File: src/rtl/gpio_seq_pkg.sv
// Shared types and grgpio register offsets for the GPIO APB sequencer.
package gpio_seq_pkg;

  typedef enum logic [1:0] {
    OP_WRITE = 2'b00,
    OP_READ  = 2'b01,
    OP_RMW   = 2'b10
  } op_e;

  typedef enum logic [2:0] {
    ST_IDLE,
    ST_SETUP,
    ST_ACCESS,
    ST_WSETUP,
    ST_WACCESS,
    ST_RESP
  } state_e;

  localparam logic [7:0] OFS_DATA      = 8'h00;
  localparam logic [7:0] OFS_OUT       = 8'h04;
  localparam logic [7:0] OFS_DIR       = 8'h08;
  localparam logic [7:0] OFS_IMASK     = 8'h0C;
  localparam logic [7:0] OFS_OR_OUT    = 8'h54;
  localparam logic [7:0] OFS_OR_DIR    = 8'h58;
  localparam logic [7:0] OFS_OR_IMASK  = 8'h5C;
  localparam logic [7:0] OFS_AND_OUT   = 8'h64;
  localparam logic [7:0] OFS_AND_DIR   = 8'h68;
  localparam logic [7:0] OFS_AND_IMASK = 8'h6C;
  localparam logic [7:0] OFS_XOR_OUT   = 8'h74;
  localparam logic [7:0] OFS_XOR_DIR   = 8'h78;
  localparam logic [7:0] OFS_XOR_IMASK = 8'h7C;

  // The reserved encoding 2'b11 behaves as a plain read.
  function automatic op_e decode_op(input logic [1:0] raw);
    case (raw)
      2'b00:   decode_op = OP_WRITE;
      2'b10:   decode_op = OP_RMW;
      default: decode_op = OP_READ;
    endcase
  endfunction

endpackage

File: src/rtl/gpio_rr_arb.sv
// Two-way round-robin arbiter; on a tie the requester not granted last wins.
module gpio_rr_arb (
  input  logic clk,
  input  logic rstn,
  input  logic valid_a,
  input  logic valid_b,
  input  logic accept,
  output logic grant_a,
  output logic grant_b
);

  logic last_b;

  always_comb begin
    grant_a = valid_a & (~valid_b | last_b);
    grant_b = valid_b & ~grant_a;
  end

  // Reset to "B granted last" so A wins the first tie.
  always_ff @(posedge clk) begin
    if (!rstn)       last_b <= 1'b1;
    else if (accept) last_b <= grant_b;
  end

endmodule

File: src/rtl/gpio_apb_sequencer.sv
// APB master serving two command requesters against one grgpio, with atomic read-modify-write.
//
// state      | meaning
// ST_IDLE    | waiting for a command, ready asserted to the arbitration winner
// ST_SETUP   | APB setup phase (psel=1, penable=0)
// ST_ACCESS  | APB access phase, waiting for pready or timeout
// ST_WSETUP  | RMW write-back setup phase
// ST_WACCESS | RMW write-back access phase
// ST_RESP    | one-cycle response pulse to the command owner
module gpio_apb_sequencer
  import gpio_seq_pkg::*;
#(
  parameter logic [31:0] BASE_ADDR = 32'h0,
  parameter int          DATA_W    = 32,
  parameter int          TIMEOUT   = 16
) (
  input  logic              clk,
  input  logic              rstn,
  input  logic              reqa_valid,
  output logic              reqa_ready,
  input  logic [1:0]        reqa_op,
  input  logic [7:0]        reqa_addr,
  input  logic [DATA_W-1:0] reqa_wdata,
  input  logic [DATA_W-1:0] reqa_mask,
  output logic              rspa_valid,
  output logic [DATA_W-1:0] rspa_rdata,
  output logic              rspa_err,
  input  logic              reqb_valid,
  output logic              reqb_ready,
  input  logic [1:0]        reqb_op,
  input  logic [7:0]        reqb_addr,
  input  logic [DATA_W-1:0] reqb_wdata,
  input  logic [DATA_W-1:0] reqb_mask,
  output logic              rspb_valid,
  output logic [DATA_W-1:0] rspb_rdata,
  output logic              rspb_err,
  output logic              psel,
  output logic              penable,
  output logic              pwrite,
  output logic [31:0]       paddr,
  output logic [DATA_W-1:0] pwdata,
  input  logic [DATA_W-1:0] prdata,
  input  logic              pready,
  input  logic              pslverr
);

  localparam int TW = $clog2(TIMEOUT + 1);
  localparam logic [TW-1:0] TMR_LOAD = TW'(TIMEOUT - 1);

  state_e            state;
  op_e               cmd_op;
  logic              cmd_owner_b;
  logic [DATA_W-1:0] cmd_wdata;
  logic [DATA_W-1:0] cmd_mask;
  logic [DATA_W-1:0] old_q;
  logic [TW-1:0]     timer;

  logic              grant_a, grant_b, accept;
  op_e               sel_op;
  logic [7:0]        sel_addr;
  logic [DATA_W-1:0] sel_wdata, sel_mask;
  logic              fin, fin_err, rmw_go;
  logic [DATA_W-1:0] fin_rdata;

  assign accept = (state == ST_IDLE) & (reqa_valid | reqb_valid);

  gpio_rr_arb u_arb (
    .clk     (clk),
    .rstn    (rstn),
    .valid_a (reqa_valid),
    .valid_b (reqb_valid),
    .accept  (accept),
    .grant_a (grant_a),
    .grant_b (grant_b)
  );

  assign reqa_ready = (state == ST_IDLE) & grant_a;
  assign reqb_ready = (state == ST_IDLE) & grant_b;

  always_comb begin
    sel_op    = decode_op(grant_a ? reqa_op : reqb_op);
    sel_addr  = grant_a ? reqa_addr  : reqb_addr;
    sel_wdata = grant_a ? reqa_wdata : reqb_wdata;
    sel_mask  = grant_a ? reqa_mask  : reqb_mask;
  end

  // Completion of the current command: pready ends a phase unless it opens the RMW write-back.
  always_comb begin
    fin       = 1'b0;
    fin_err   = 1'b0;
    fin_rdata = '0;
    rmw_go    = 1'b0;
    if (state == ST_ACCESS || state == ST_WACCESS) begin
      if (pready) begin
        if (state == ST_ACCESS && cmd_op == OP_RMW && !pslverr) begin
          rmw_go = 1'b1;
        end else begin
          fin     = 1'b1;
          fin_err = pslverr;
          if (state == ST_WACCESS)    fin_rdata = old_q;
          else if (cmd_op != OP_WRITE) fin_rdata = prdata;
        end
      end else if (timer == '0) begin
        fin     = 1'b1;
        fin_err = 1'b1;
      end
    end
  end

  always_ff @(posedge clk) begin
    if (!rstn) begin
      state       <= ST_IDLE;
      cmd_op      <= OP_READ;
      cmd_owner_b <= 1'b0;
      cmd_wdata   <= '0;
      cmd_mask    <= '0;
      old_q       <= '0;
      timer       <= '0;
      psel        <= 1'b0;
      penable     <= 1'b0;
      pwrite      <= 1'b0;
      paddr       <= '0;
      pwdata      <= '0;
      rspa_valid  <= 1'b0;
      rspa_rdata  <= '0;
      rspa_err    <= 1'b0;
      rspb_valid  <= 1'b0;
      rspb_rdata  <= '0;
      rspb_err    <= 1'b0;
    end else begin
      rspa_valid <= 1'b0;
      rspb_valid <= 1'b0;
      case (state)
        ST_IDLE: begin
          if (accept) begin
            cmd_op      <= sel_op;
            cmd_owner_b <= grant_b;
            cmd_wdata   <= sel_wdata;
            cmd_mask    <= sel_mask;
            psel        <= 1'b1;
            penable     <= 1'b0;
            pwrite      <= (sel_op == OP_WRITE);
            paddr       <= BASE_ADDR | {24'h0, sel_addr};
            pwdata      <= (sel_op == OP_WRITE) ? sel_wdata : '0;
            state       <= ST_SETUP;
          end
        end
        ST_SETUP, ST_WSETUP: begin
          penable <= 1'b1;
          timer   <= TMR_LOAD;
          state   <= (state == ST_SETUP) ? ST_ACCESS : ST_WACCESS;
        end
        ST_ACCESS, ST_WACCESS: begin
          if (rmw_go) begin
            old_q   <= prdata;
            penable <= 1'b0;
            pwrite  <= 1'b1;
            pwdata  <= (prdata & ~cmd_mask) | (cmd_wdata & cmd_mask);
            state   <= ST_WSETUP;
          end else if (fin) begin
            psel    <= 1'b0;
            penable <= 1'b0;
            state   <= ST_RESP;
            if (cmd_owner_b) begin
              rspb_valid <= 1'b1;
              rspb_rdata <= fin_rdata;
              rspb_err   <= fin_err;
            end else begin
              rspa_valid <= 1'b1;
              rspa_rdata <= fin_rdata;
              rspa_err   <= fin_err;
            end
          end else if (!pready) begin
            timer <= timer - 1'b1;
          end
        end
        ST_RESP: state <= ST_IDLE;
        default: state <= ST_IDLE;
      endcase
    end
  end

endmodule
File: config.mk
export PLATFORM = sky130hd
export DESIGN_NAME = gpio_apb_sequencer
export DESIGN_NICKNAME = d
export VERILOG_FILES = /design/src/rtl/gpio_seq_pkg.sv /design/src/rtl/gpio_rr_arb.sv /design/src/rtl/gpio_apb_sequencer.sv
export SDC_FILE = /design/constraint.sdc
export NUM_CORES = 1
export LEC_CHECK = 0
export CAP_MARGIN = 10
export CORE_ASPECT_RATIO = 1.1
export CORE_MARGIN = 2
export CORE_UTILIZATION = 47
export CTS_CLUSTER_SIZE = 14
export DETAILED_ROUTE_END_ITERATION = 8
export PLACE_DENSITY = 0.85
export SYNTH_ARGS = -nofsm -noshare
export SYNTH_HDL_FRONTEND = slang
export SYNTH_SLANG_ARGS = --single-unit
File: constraint.sdc
create_clock -name clk -period 2.2 [get_ports clk]
set_input_delay 0.33 -clock clk [delete_from_list [all_inputs] [get_ports clk]]
set_output_delay 0.33 -clock clk [all_outputs]
set_load 0.005 [all_outputs]
==> reports/qor_table.md <==
| Stage | Parameter | Value |
|:---|:---|:---|
| finish | Layout cells sized above 1 | 10.1% |
| global route | Maximum number of pins on one net before global-route repair | 62 |
| placement | Placer congestion estimate | 0.842 |
| power | Leakage | 5.44 nW |
| global route | Total grt overflow | 0 |
| detailed routing | First-pass detailed-route iteration total | 7 |
| worst setup path | Nature of the critical path endpoint | output port |
| placement | Final HPWL DP | 21,700 um |
| logic synthesis | Area fraction of the dominant cell type after synthesis | 44.2% |
| timing | Slew of the pin with the lowest slew margin | 0.565 ns |
| die | Num rows | 55 |
| finish | Final Net Count | 1,600 |
| logic synthesis | Primary FF master, synth | sky130_fd_sc_hd__dfxtp_1 |
| worst setup path | Critical path class | reg -> out |
| power | Overall power of the completed layout | 12.1 mW |
| clocking | Clock buffer depth | 3 |
| detailed routing | Total length of routed wires | 31,100 um |
| timing | Max Slew Vio Count | 0 |
| worst setup path | Highest-delay cell along the critical path | sky130_fd_sc_hd__dfxtp_4 |
| finish | N_diodes | 0 |
| power | PD cells | 848 nW/um^2 |
| detailed routing | Post-route ant nets | 0 |
| logic synthesis | List of most frequent post-synthesis cells | sky130_fd_sc_hd__dfxtp_1, sky130_fd_sc_hd__nand2_1, sky130_fd_sc_hd__nor2_1 |
| logic synthesis | Synth Warn # | 0 |
| timing | Final critical-path share of the clock period | 96.1% |
| logic synthesis | Sequential area share after synthesis | 44.2% |
| logic synthesis | Number of distinct library cells after synthesis | 46 |
| timing | Final setup violation count | 0 |
| die | Height of the chip | 156 um |
| die | Total Die Area | 22,300 um^2 |
| logic synthesis | Dominant cell type by area after synthesis | sky130_fd_sc_hd__dfxtp_1 |
| clocking | Clk sinks | 219 |
| die | Die width | 142 um |
| finish | Share of the core filled with cells in the final layout | 69.1% |
| worst setup path | Critical path's top delay family | buffers and inverters |
| finish | Cell area after layout | 14,300 um^2 |
| logic synthesis | Proportion of register bits with asynchronous set or reset after synthesis | 0% |
| logic synthesis | Cell with the most instances after synthesis | sky130_fd_sc_hd__dfxtp_1 |
| clocking | CTS clk-pin slew, worst paths | 0.06 ns |
| logic synthesis | Post-synth EDFFs | 0 |
| global route | Global Route Usage Sum | 26.6% |
| timing | Relative max-transition margin | 62.1% |
| global route | Initial antenna violation count | 1 |
| worst setup path | Required time at the worst-slack endpoint | 1.87 ns |
| timing | Accumulated negative setup slack | 0 ns |
| die | Placeable Area | 20,600 um^2 |
| clocking | Clock tree from TritonCTS | yes |
| timing | Post-layout min period | 2.11 ns |
| clocking | Num CTS Buffers | 24 |
| detailed routing | Per-cell routed wire length | 18.4 um |
| worst setup path | Data arrival at the endpoint of the critical path | 1.78 ns |
| worst setup path | Crit path max fanout | 4 |
| die | Initial cell density of the core | 48.0% |
| die | Boundary Pins | 323 |
| worst hold path | Hold crit path type | in -> reg |
| clocking | Number of H-tree branching levels | 1 |
| logic synthesis | Average instance area after synthesis | 8.75 um^2 |
| detailed routing | Drt first-iter violations | 691 |
| logic synthesis | Cells taking the most area after synthesis | sky130_fd_sc_hd__dfxtp_1, sky130_fd_sc_hd__mux2i_1, sky130_fd_sc_hd__a211oi_1, sky130_fd_sc_hd__nand2_1, sky130_fd_sc_hd__nor2_1 |
| flow run | Maximum Capacitance Violations | 0 |
| detailed routing | DRC errors left | 0 |
| logic synthesis | Number of synthesized register bits | 219 |
| logic synthesis | Mapped Cells | 1,132 |
| detailed routing | Via count of the routed design | 9,371 |
| finish | Area Overhead vs Synth | 44.0% |
| detailed routing | Vias per std cell | 5.55 |
| worst setup path | Buf/Inv on CP | 3 |
| timing | Maximum frequency from static timing analysis | 0.473 GHz |
| timing | Fin. Hold Viols | 0 |
| worst setup path | Slowest stage delay, CP | 0.36 ns |
| timing | Clk_skew | 0.0121 ns |
| global route | First-pass GRT wire length | 47,300 um |
| timing | Worst-case hold slack | 0.290 ns |
| worst setup path | Critical-path cell list | nor3_4 -> buf_6 -> buf_4 -> and3_1 -> dlygate4sd2_1 |
| clocking | CTS root buffer | sky130_fd_sc_hd__clkbuf_16 |
| clocking | Worst skew pair latency | 0.52 ns |
| power | VDD IR-drop max | 515 uV |
| placement | Number of port buffers | 298 |
| logic synthesis | Total standard cell area after synthesis | 9910 um^2 |
| status | Result of the run | completed |
| placement | Placement-stage cell area | 13,200 um^2 |
| worst setup path | Kind of launch point of the worst setup path | register |
| global route | Number of global-route vias before repair | 8,818 |
[kinds of logic after synthesis]
kind of cell             count (synthesis)  synth area share, %
AND/OR/NAND/NOR                        386                 16.5
XOR/XNOR                                 2                0.177
other                                    1               0.0378
multiplexers                           136                 13.7
buffers and inverters                  130                 7.07
AO/OA/AOI/OAI                          257                 18.1
adder cells (fa/ha/maj)                  1                0.126
flip-flops                             219                 44.2
[through the flow]
stage	worst slack (ns)	instances
3_3_place_gp	0.0250	1635
5_1_grt	-0.0182	1687
3_5_place_dp	-0.00541	1635
2_1_floorplan	0.300	1155
6_report	0.0867	1687
4_1_cts	-0.0433	1679
[routing by layer]
layer / routed length (um) / global-route usage (%)
met4: 887 / 8.16
met2: 14900 / 43.5
met3: 2170 / 4.10
met1: 13200 / 36.4
met5: 13 / 0
[state kept, by name (all words and copies together), names as in the netlist, 2 cells and up]
signal      cells
cmd_mask       32
cmd_op          2
cmd_wdata      32
old_q          32
paddr           8
pwdata         32
rspa_rdata     32
rspb_rdata     32
state           3
timer           5
[final timing paths]
check                                from             to  slack [ns]  cells past startpoint
worst max register to register   timer[0]  rspb_rdata[8]        0.09                      9
worst min register to register  old_q[26]      old_q[26]        0.45                      2
worst max-delay path             state[1]     reqa_ready        0.09                      5
worst min-delay path                 rstn       state[2]        0.29                      3
[placed cells by master, fill, tap and decap left out, types with 2 or more instances in the layout]
cell type                         instances
sky130_fd_sc_hd__inv_1                    5
sky130_fd_sc_hd__bufinv_16                5
sky130_fd_sc_hd__a21oi_1                102
sky130_fd_sc_hd__dfxtp_1                216
sky130_fd_sc_hd__nor2_1                 149
sky130_fd_sc_hd__nor3_1                   5
sky130_fd_sc_hd__buf_4                   40
sky130_fd_sc_hd__nand2_1                169
sky130_fd_sc_hd__nand3_1                 39
sky130_fd_sc_hd__o221a_1                  9
sky130_fd_sc_hd__buf_12                  16
sky130_fd_sc_hd__clkbuf_16               26
sky130_fd_sc_hd__clkdlybuf4s50_1        295
sky130_fd_sc_hd__mux2i_1                136
sky130_fd_sc_hd__clkbuf_8                 6
sky130_fd_sc_hd__dfxtp_4                  3
sky130_fd_sc_hd__nor3_4                   3
sky130_fd_sc_hd__and3_1                   3
sky130_fd_sc_hd__nand2b_1                 2
sky130_fd_sc_hd__a311oi_1                 4
sky130_fd_sc_hd__clkinv_2                 5
sky130_fd_sc_hd__o221a_2                 23
sky130_fd_sc_hd__a31oi_1                  2
sky130_fd_sc_hd__a211oi_1               109
sky130_fd_sc_hd__nor3b_4                  2
sky130_fd_sc_hd__conb_1                  24
sky130_fd_sc_hd__clkbuf_1                 2
[worst reg2reg max path, delay by kind of cell (launching register included)]
family                     cells  cell delay [ns]
and+or+nand+nor                3             0.66
AOI/OAI and AO/OA              1             0.18
DFF                            1             0.33
buffers and inverters          3             0.40
adders and majority gates      1             0.21
muxes                          1             0.22
[what timing repair did]
| item | in CTS | in global routing |
|---|---|---|
| cloned | 0 | 1 |
| setup buffers | 0 | 7 |
| resized for setup | 9 | 5 |
| pin swaps | 0 | 2 |
| hold buffers | 0 | 0 |
| endpoints found under the setup margin | 2 | 8 |
[final cells by class]
type,count,area [um^2]
fill,1594,6380
multi-input combinational,806,4990
sequential,219,4400
timing repair buffer,356,3640
clock buffer,33,716
tap,256,320
clock inverter,11,183
inverter,6,27.5
[power breakdown]
part / switching (mW) / total [mW] / internal (mW) / leakage, nW
combinational: 1.45 / 2.90 / 1.46 / 3.21
sequential: 0.293 / 4.70 / 4.41 / 1.79
clock: 1.65 / 4.50 / 2.86 / 0.444
Note: power is estimated with default switching activity, not from simulation.
